==> src/rtl/spi_pkg.sv <==
// Shared definitions for the SPI byte engine: FSM state encoding, the number
// of SCK edges in one byte and the level MOSI rests at between transfers.
package spi_pkg;

    typedef enum logic [1:0] {
        IDLE  = 2'd0,
        SHIFT = 2'd1,
        DONE  = 2'd2
    } spiState_e;

    // Eight bits, each with one rising and one falling SCK edge.
    localparam int SPI_EDGES = 16;
    localparam int EDGE_W    = $clog2(SPI_EDGES);

    // SD cards expect MOSI high whenever no command is being shifted.
    localparam logic MOSI_IDLE = 1'b1;

    // Used to size the half-period counter for the larger of two settings.
    function automatic int maxInt(input int a, input int b);
        return (a > b) ? a : b;
    endfunction

endpackage

==> src/rtl/spi_half_tick.sv <==
// Programmable half-period counter for the SPI engine. Counts 0..halfM1_i
// while enabled and raises tick_o for the single cycle the count wraps.
// clear_i restarts the count so every byte begins with a full half-period.
module spi_half_tick
    import spi_pkg::*;
#(
    parameter int CNT_W = 1
) (
    input  logic             clk,
    input  logic             resetn,
    input  logic             clear_i,
    input  logic             enable_i,
    input  logic [CNT_W-1:0] halfM1_i,
    output logic             tick_o
);

    logic [CNT_W-1:0] count_q;
    logic [CNT_W-1:0] count_d;
    logic             wrap;

    assign wrap   = (count_q == halfM1_i);
    assign tick_o = enable_i & wrap;

    // Next count: restart on clear, wrap at the programmed half-period.
    always_comb begin
        count_d = count_q;
        if (clear_i) begin
            count_d = '0;
        end else if (enable_i) begin
            if (wrap) begin
                count_d = '0;
            end else begin
                count_d = count_q + CNT_W'(1);
            end
        end
    end

    // Counter register.
    always_ff @(posedge clk or negedge resetn) begin
        if (!resetn) begin
            count_q <= '0;
        end else begin
            count_q <= count_d;
        end
    end

endmodule

==> src/rtl/spi_byte_engine.sv <==
// SPI mode-0 byte engine, MSB first, no chip select. Takes one byte per
// tx_dv/tx_ready handshake, shifts it out on mosi while sampling miso on the
// rising SCK edges, and returns the received byte with a one-cycle rx_dv.
// Optional feature macro: SPI_SLOW_CLK_EN adds the 'slow' input, which picks
// SLOW_HALF_BIT as the half-period for the next byte (SD card init phase).
module spi_byte_engine
    import spi_pkg::*;
#(
    parameter int CLKS_PER_HALF_BIT = 2
`ifdef SPI_SLOW_CLK_EN
    ,
    parameter int SLOW_HALF_BIT = 64
`endif
) (
    input  logic       clk,
    input  logic       resetn,
    input  logic [7:0] tx_byte,
    input  logic       tx_dv,
    output logic       tx_ready,
    output logic       rx_dv,
    output logic [7:0] rx_byte,
    output logic       sck,
    output logic       mosi,
`ifdef SPI_SLOW_CLK_EN
    input  logic       slow,
`endif
    input  logic       miso
);

`ifdef SPI_SLOW_CLK_EN
    localparam int HALF_MAX = maxInt(CLKS_PER_HALF_BIT, SLOW_HALF_BIT);
`else
    localparam int HALF_MAX = CLKS_PER_HALF_BIT;
`endif
    localparam int CNT_W = $clog2(HALF_MAX);

    localparam logic [CNT_W-1:0]  FAST_M1   = CNT_W'(CLKS_PER_HALF_BIT - 1);
`ifdef SPI_SLOW_CLK_EN
    localparam logic [CNT_W-1:0]  SLOW_M1   = CNT_W'(SLOW_HALF_BIT - 1);
`endif
    localparam logic [EDGE_W-1:0] EDGE_LAST = EDGE_W'(SPI_EDGES - 1);

    spiState_e         state_q, state_d;
    logic              sck_q, sck_d;
    logic              txReady_q, txReady_d;
    logic              rxDv_q, rxDv_d;
    logic [7:0]        rxByte_q, rxByte_d;
    logic [7:0]        txShift_q, txShift_d;
    logic [7:0]        rxShift_q, rxShift_d;
    logic [EDGE_W-1:0] edgeCnt_q, edgeCnt_d;
    logic [CNT_W-1:0]  halfM1_q, halfM1_d;
    logic              accept;
    logic              tick;
    logic [CNT_W-1:0]  halfSel;

    assign accept = tx_dv & txReady_q;

`ifdef SPI_SLOW_CLK_EN
    assign halfSel = slow ? SLOW_M1 : FAST_M1;
`else
    assign halfSel = FAST_M1;
`endif

    // MOSI is the top of the transmit shift register; ones are shifted in
    // behind the data so the line returns high after the last bit.
    assign mosi     = txShift_q[7];
    assign sck      = sck_q;
    assign tx_ready = txReady_q;
    assign rx_dv    = rxDv_q;
    assign rx_byte  = rxByte_q;

    spi_half_tick #(
        .CNT_W(CNT_W)
    ) u_half_tick (
        .clk      (clk),
        .resetn   (resetn),
        .clear_i  (accept),
        .enable_i (state_q == SHIFT),
        .halfM1_i (halfM1_q),
        .tick_o   (tick)
    );

    // Next-state logic: accept a byte, toggle SCK on each half-period tick,
    // sample on rising edges, advance MOSI on falling edges, then report.
    always_comb begin
        state_d   = state_q;
        sck_d     = sck_q;
        txReady_d = txReady_q;
        rxDv_d    = 1'b0;
        rxByte_d  = rxByte_q;
        txShift_d = txShift_q;
        rxShift_d = rxShift_q;
        edgeCnt_d = edgeCnt_q;
        halfM1_d  = halfM1_q;

        unique case (state_q)
            IDLE: begin
                if (accept) begin
                    txShift_d = tx_byte;
                    rxShift_d = '0;
                    edgeCnt_d = '0;
                    halfM1_d  = halfSel;
                    txReady_d = 1'b0;
                    state_d   = SHIFT;
                end
            end
            SHIFT: begin
                if (tick) begin
                    sck_d = ~sck_q;
                    if (!sck_q) begin
                        rxShift_d = {rxShift_q[6:0], miso};
                    end else begin
                        txShift_d = {txShift_q[6:0], MOSI_IDLE};
                    end
                    if (edgeCnt_q == EDGE_LAST) begin
                        edgeCnt_d = '0;
                        state_d   = DONE;
                    end else begin
                        edgeCnt_d = edgeCnt_q + EDGE_W'(1);
                    end
                end
            end
            DONE: begin
                rxByte_d  = rxShift_q;
                rxDv_d    = 1'b1;
                txReady_d = 1'b1;
                txShift_d = {8{MOSI_IDLE}};
                sck_d     = 1'b0;
                state_d   = IDLE;
            end
            default: begin
                state_d = IDLE;
            end
        endcase
    end

    // State and datapath registers; reset aborts any transfer in flight.
    always_ff @(posedge clk or negedge resetn) begin
        if (!resetn) begin
            state_q   <= IDLE;
            sck_q     <= 1'b0;
            txReady_q <= 1'b1;
            rxDv_q    <= 1'b0;
            rxByte_q  <= 8'h00;
            txShift_q <= {8{MOSI_IDLE}};
            rxShift_q <= 8'h00;
            edgeCnt_q <= '0;
            halfM1_q  <= '0;
        end else begin
            state_q   <= state_d;
            sck_q     <= sck_d;
            txReady_q <= txReady_d;
            rxDv_q    <= rxDv_d;
            rxByte_q  <= rxByte_d;
            txShift_q <= txShift_d;
            rxShift_q <= rxShift_d;
            edgeCnt_q <= edgeCnt_d;
            halfM1_q  <= halfM1_d;
        end
    end

endmodule

==> config.mk <==
export PLATFORM = sky130hd
export DESIGN_NAME = spi_byte_engine
export DESIGN_NICKNAME = d
export VERILOG_FILES = /design/src/rtl/spi_pkg.sv /design/src/rtl/spi_half_tick.sv /design/src/rtl/spi_byte_engine.sv
export SDC_FILE = /design/constraint.sdc
export NUM_CORES = 1
export LEC_CHECK = 0
export BUFFER_PORTS_ARGS = -buffer_cell sky130_fd_sc_hd__buf_2
export CORE_UTILIZATION = 51
export CTS_CLUSTER_DIAMETER = 200
export DETAILED_ROUTE_END_ITERATION = 8
export PLACE_DENSITY = 0.81
export SYNTH_ARGS = -nofsm -noshare
export SYNTH_HDL_FRONTEND = slang
export SYNTH_SLANG_ARGS = --single-unit
==> constraint.sdc <==
create_clock -name clk -period 5.4 [get_ports clk]
set_input_delay 0.27 -clock clk [delete_from_list [all_inputs] [get_ports clk]]
set_output_delay 0.27 -clock clk [all_outputs]
set_load 0.05 [all_outputs]
==> results.py <==
metrics = {
    "status": {
        "outcome": "finished, violations left",
        "failed_checks": "hold timing",
    },
    "hold_path": {
        "hp-class": "in -> async",
    },
    "clock_network": {
        "clk_latency_ps": 330,
        "numCtsBuffers": 5,
        "hold_buffers": 0,
        "h-tree-depth": 2,
        "cts_sinks": 35,
        "cts_setup_buffers": 0,
        "cts_buffer_depth": 2,
        "post_cts_resized": 0,
        "root_buffer": "clkbuf_4",
        "path_clk_slew_ps": 100,
        "cts_tree": "yes",
    },
    "critical_path": {
        "critPathMaxFanout": 19,
        "cp-start-kind": "flop",
        "cp.buffers_inverters": 1,
        "critPathCaptureType": "flop",
        "cp_data_arrival_time_ps": 2760,
        "crit_chain": "inv_1 -> ha_1 -> nor3_1 -> a2111oi_4 -> mux2_2",
        "slowest_stage": "ha_1",
        "cpLargestDelayFamily": "adder cells",
        "crit_required_ps": 5670,
        "max_stage_delay_ps": 680,
        "path_class": "reg -> reg",
    },
    "timing": {
        "period_share": 0.460,
        "slew_headroom": 0.460,
        "max_freq_mhz": 402,
        "finClkSkew_ps": 4.59,
        "hold_viol_final": 26,
        "whs_ps": -12.0,
        "min_period_ps": 2490,
        "finalSetupViolations": 0,
        "slew_viol_final": 0,
        "fin_tns_setup_ps": 0,
        "tightest_slew_ps": 810,
        "rsz0062_at_grt": "no",
    },
    "floorplanning": {
        "core_area_mm2": 0.00308,
        "io_pins": 24,
        "start_util": 0.541,
        "rows": 20,
        "die_h_um": 59.1,
        "dieArea_mm2": 0.00350,
        "die_w_um": 59.1,
    },
    "route": {
        "firstDrtPassIters": 4,
        "first_iter_violations": 41,
        "vias": 1142,
        "antenna_left": 0,
        "wl_per_cell_um": 14.4,
        "drc_errors": 0,
        "wl_mm": 3.02,
        "viasPerCell": 5.46,
    },
    "power": {
        "power.static_leakage_nw": 0.888,
        "power_density_mw_per_mm2": 249,
        "p_total_w": 0.000468,
        "peakVddDrop_mv": 0.200,
    },
    "layout": {
        "area_growth_pct": 12.9,
        "fin_nets": 183,
        "final_cell_mix": "dfrtp_1, buf_2, a21oi_1, mux2_2, a22o_1",
        "fill_cells": 270,
        "multi_input_area_um2": 713,
        "drive_above_1_share": 0.376,
        "seqCellArea_um2": 887,
        "n_antenna_cell": 0,
        "final_common_cell": "dfrtp_1",
    },
    "synthesis": {
        "syn_area_per_cell_um2": 12.0,
        "synth_area_mm2": 0.00167,
        "synth-edff-count": 0,
        "ys_warn_count": 0,
        "syn-num-nets": 158,
        "yosysSeqAreaShare": 0.533,
        "async_reset_ff_frac": 1.00,
        "synth_top_flop_cell": "dfrtp_1",
        "synth_cell_types": 30,
        "synth_area_leaders": "dfrtp_1, dfstp_2, mux2_2, a22o_1, ha_1",
        "synth_cells": 139,
        "synth_top_area_cell": "dfrtp_1",
        "ys_seq_elements": 35,
        "synth_top_area_share": 0.391,
    },
    "global_route": {
        "grt_start_max_net_pins": 36,
        "grt_pass1_wl_mm": 5.04,
        "antenna_found_initial": 0,
        "grt_pass1_vias": 1123,
        "grt_util_all_layers": 0.201,
        "overflow": 0,
    },
    "placed_design": {
        "io_buffer_count": 23,
        "place.gp.congestion": 0.804,
        "hpwl_mm": 2.07,
    },
    "run": {
        "cap_violations": 0,
    },
}
-- path summary, 6_finish.rpt --
| kind | from | endpoint | slack, ps | cells past startpoint |
|---|---|---|---|---|
| min in group clk | miso | rxShift_q[0] | 150 | 2 |
| max in group asynchronous | resetn | state_q[1] | 4940 | 1 |
| min reg2reg | txShift_q[0] | txShift_q[0] | 480 | 2 |
| max reg2reg | state_q[0] | txShift_q[7] | 2910 | 5 |
| max | state_q[0] | txShift_q[7] | 2910 | 5 |
| min | resetn | rxShift_q[7] | -10 | 1 |
-- Yosys cell counts, drive strengths merged, types with 2 or more instances --
master   n
dfrtp   26
a21oi   17
mux2    17
a22o    10
dfstp    9
inv      9
nor2     9
ha       7
o21ai    5
clkbuf   3
mux2i    3
nand2    2
nand2b   2
nand3    2
nand4    2
nor2b    2
o22ai    2
-- cells by family (layout without fill, tap and decap cells) --
group | Yosys count | after routing | share of synthesized area
AND/OR/NAND/NOR | 21 | 21 | 0.0624
flip-flops | 35 | 35 | 0.533
adder cells (fa/ha/maj) | 7 | 7 | 0.0526
AO/OA/AOI/OAI | 42 | 42 | 0.180
multiplexers | 20 | 20 | 0.133
buffers and inverters | 14 | 40 | 0.0391
-- where the power goes --
group / internal, W / total, W / switching (W)
Combinational: 0.00000667 / 0.0000169 / 0.0000102
Clock: 0.0000952 / 0.000181 / 0.0000862
Sequential: 0.000268 / 0.000270 / 0.00000203
-- flip-flops by register name, summed over array words and instances (netlist names) --
| signal | count |
|---|---|
| halfM1_q | 1 |
| rx_dv | 1 |
| txShift_q | 8 |
| tx_ready | 1 |
| rxShift_q | 8 |
| sck | 1 |
| state_q | 2 |
| rx_byte | 8 |
| edgeCnt_q | 4 |
| u_half_tick.count_q | 1 |
-- layer usage --
| metal | routed length (um) | up-vias | GRT usage |
|---|---|---|---|
| li1 | - | 555 | - |
| met1 | 1350 | 555 | 0.250 |
| met2 | 1480 | 25 | 0.315 |
| met3 | 118 | 7 | 0.0480 |
| met4 | 70 | 0 | 0.129 |
| met5 | 0 | - | 0 |
-- layout make-up --
| cell class | count | area share |
|---|---|---|
| well taps | 44 | 0.0293 |
| multi-input cells | 90 | 0.379 |
| clock buffers | 5 | 0.0200 |
| clock inverters | 3 | 0.0206 |
| inverters | 9 | 0.0180 |
| repair buffers | 23 | 0.0612 |
| flip-flops and latches | 35 | 0.472 |
-- through the flow --
step	setup WS, ps	std cells	utilization	cell area [um^2]
final	2910	209	0.611	1880
after global routing	2720	209	0.611	1880
after CTS	2930	209	0.611	1880
after detailed placement	2940	201	0.586	1800
after global placement	3100	201	0.586	1800
after floorplan	3480	139	-	1670
-- worst register-to-register path: cells and delay by family, from the launching register on --
kind	cells	cell delay (ps)
buffers and inverters	1	120
multiplexers	1	420
adder cells (fa/ha/maj)	1	680
AND/OR/NAND/NOR	1	200
AO/OA/AOI/OAI	1	580
flip-flops	1	430
(Power assumes the default switching activity.)
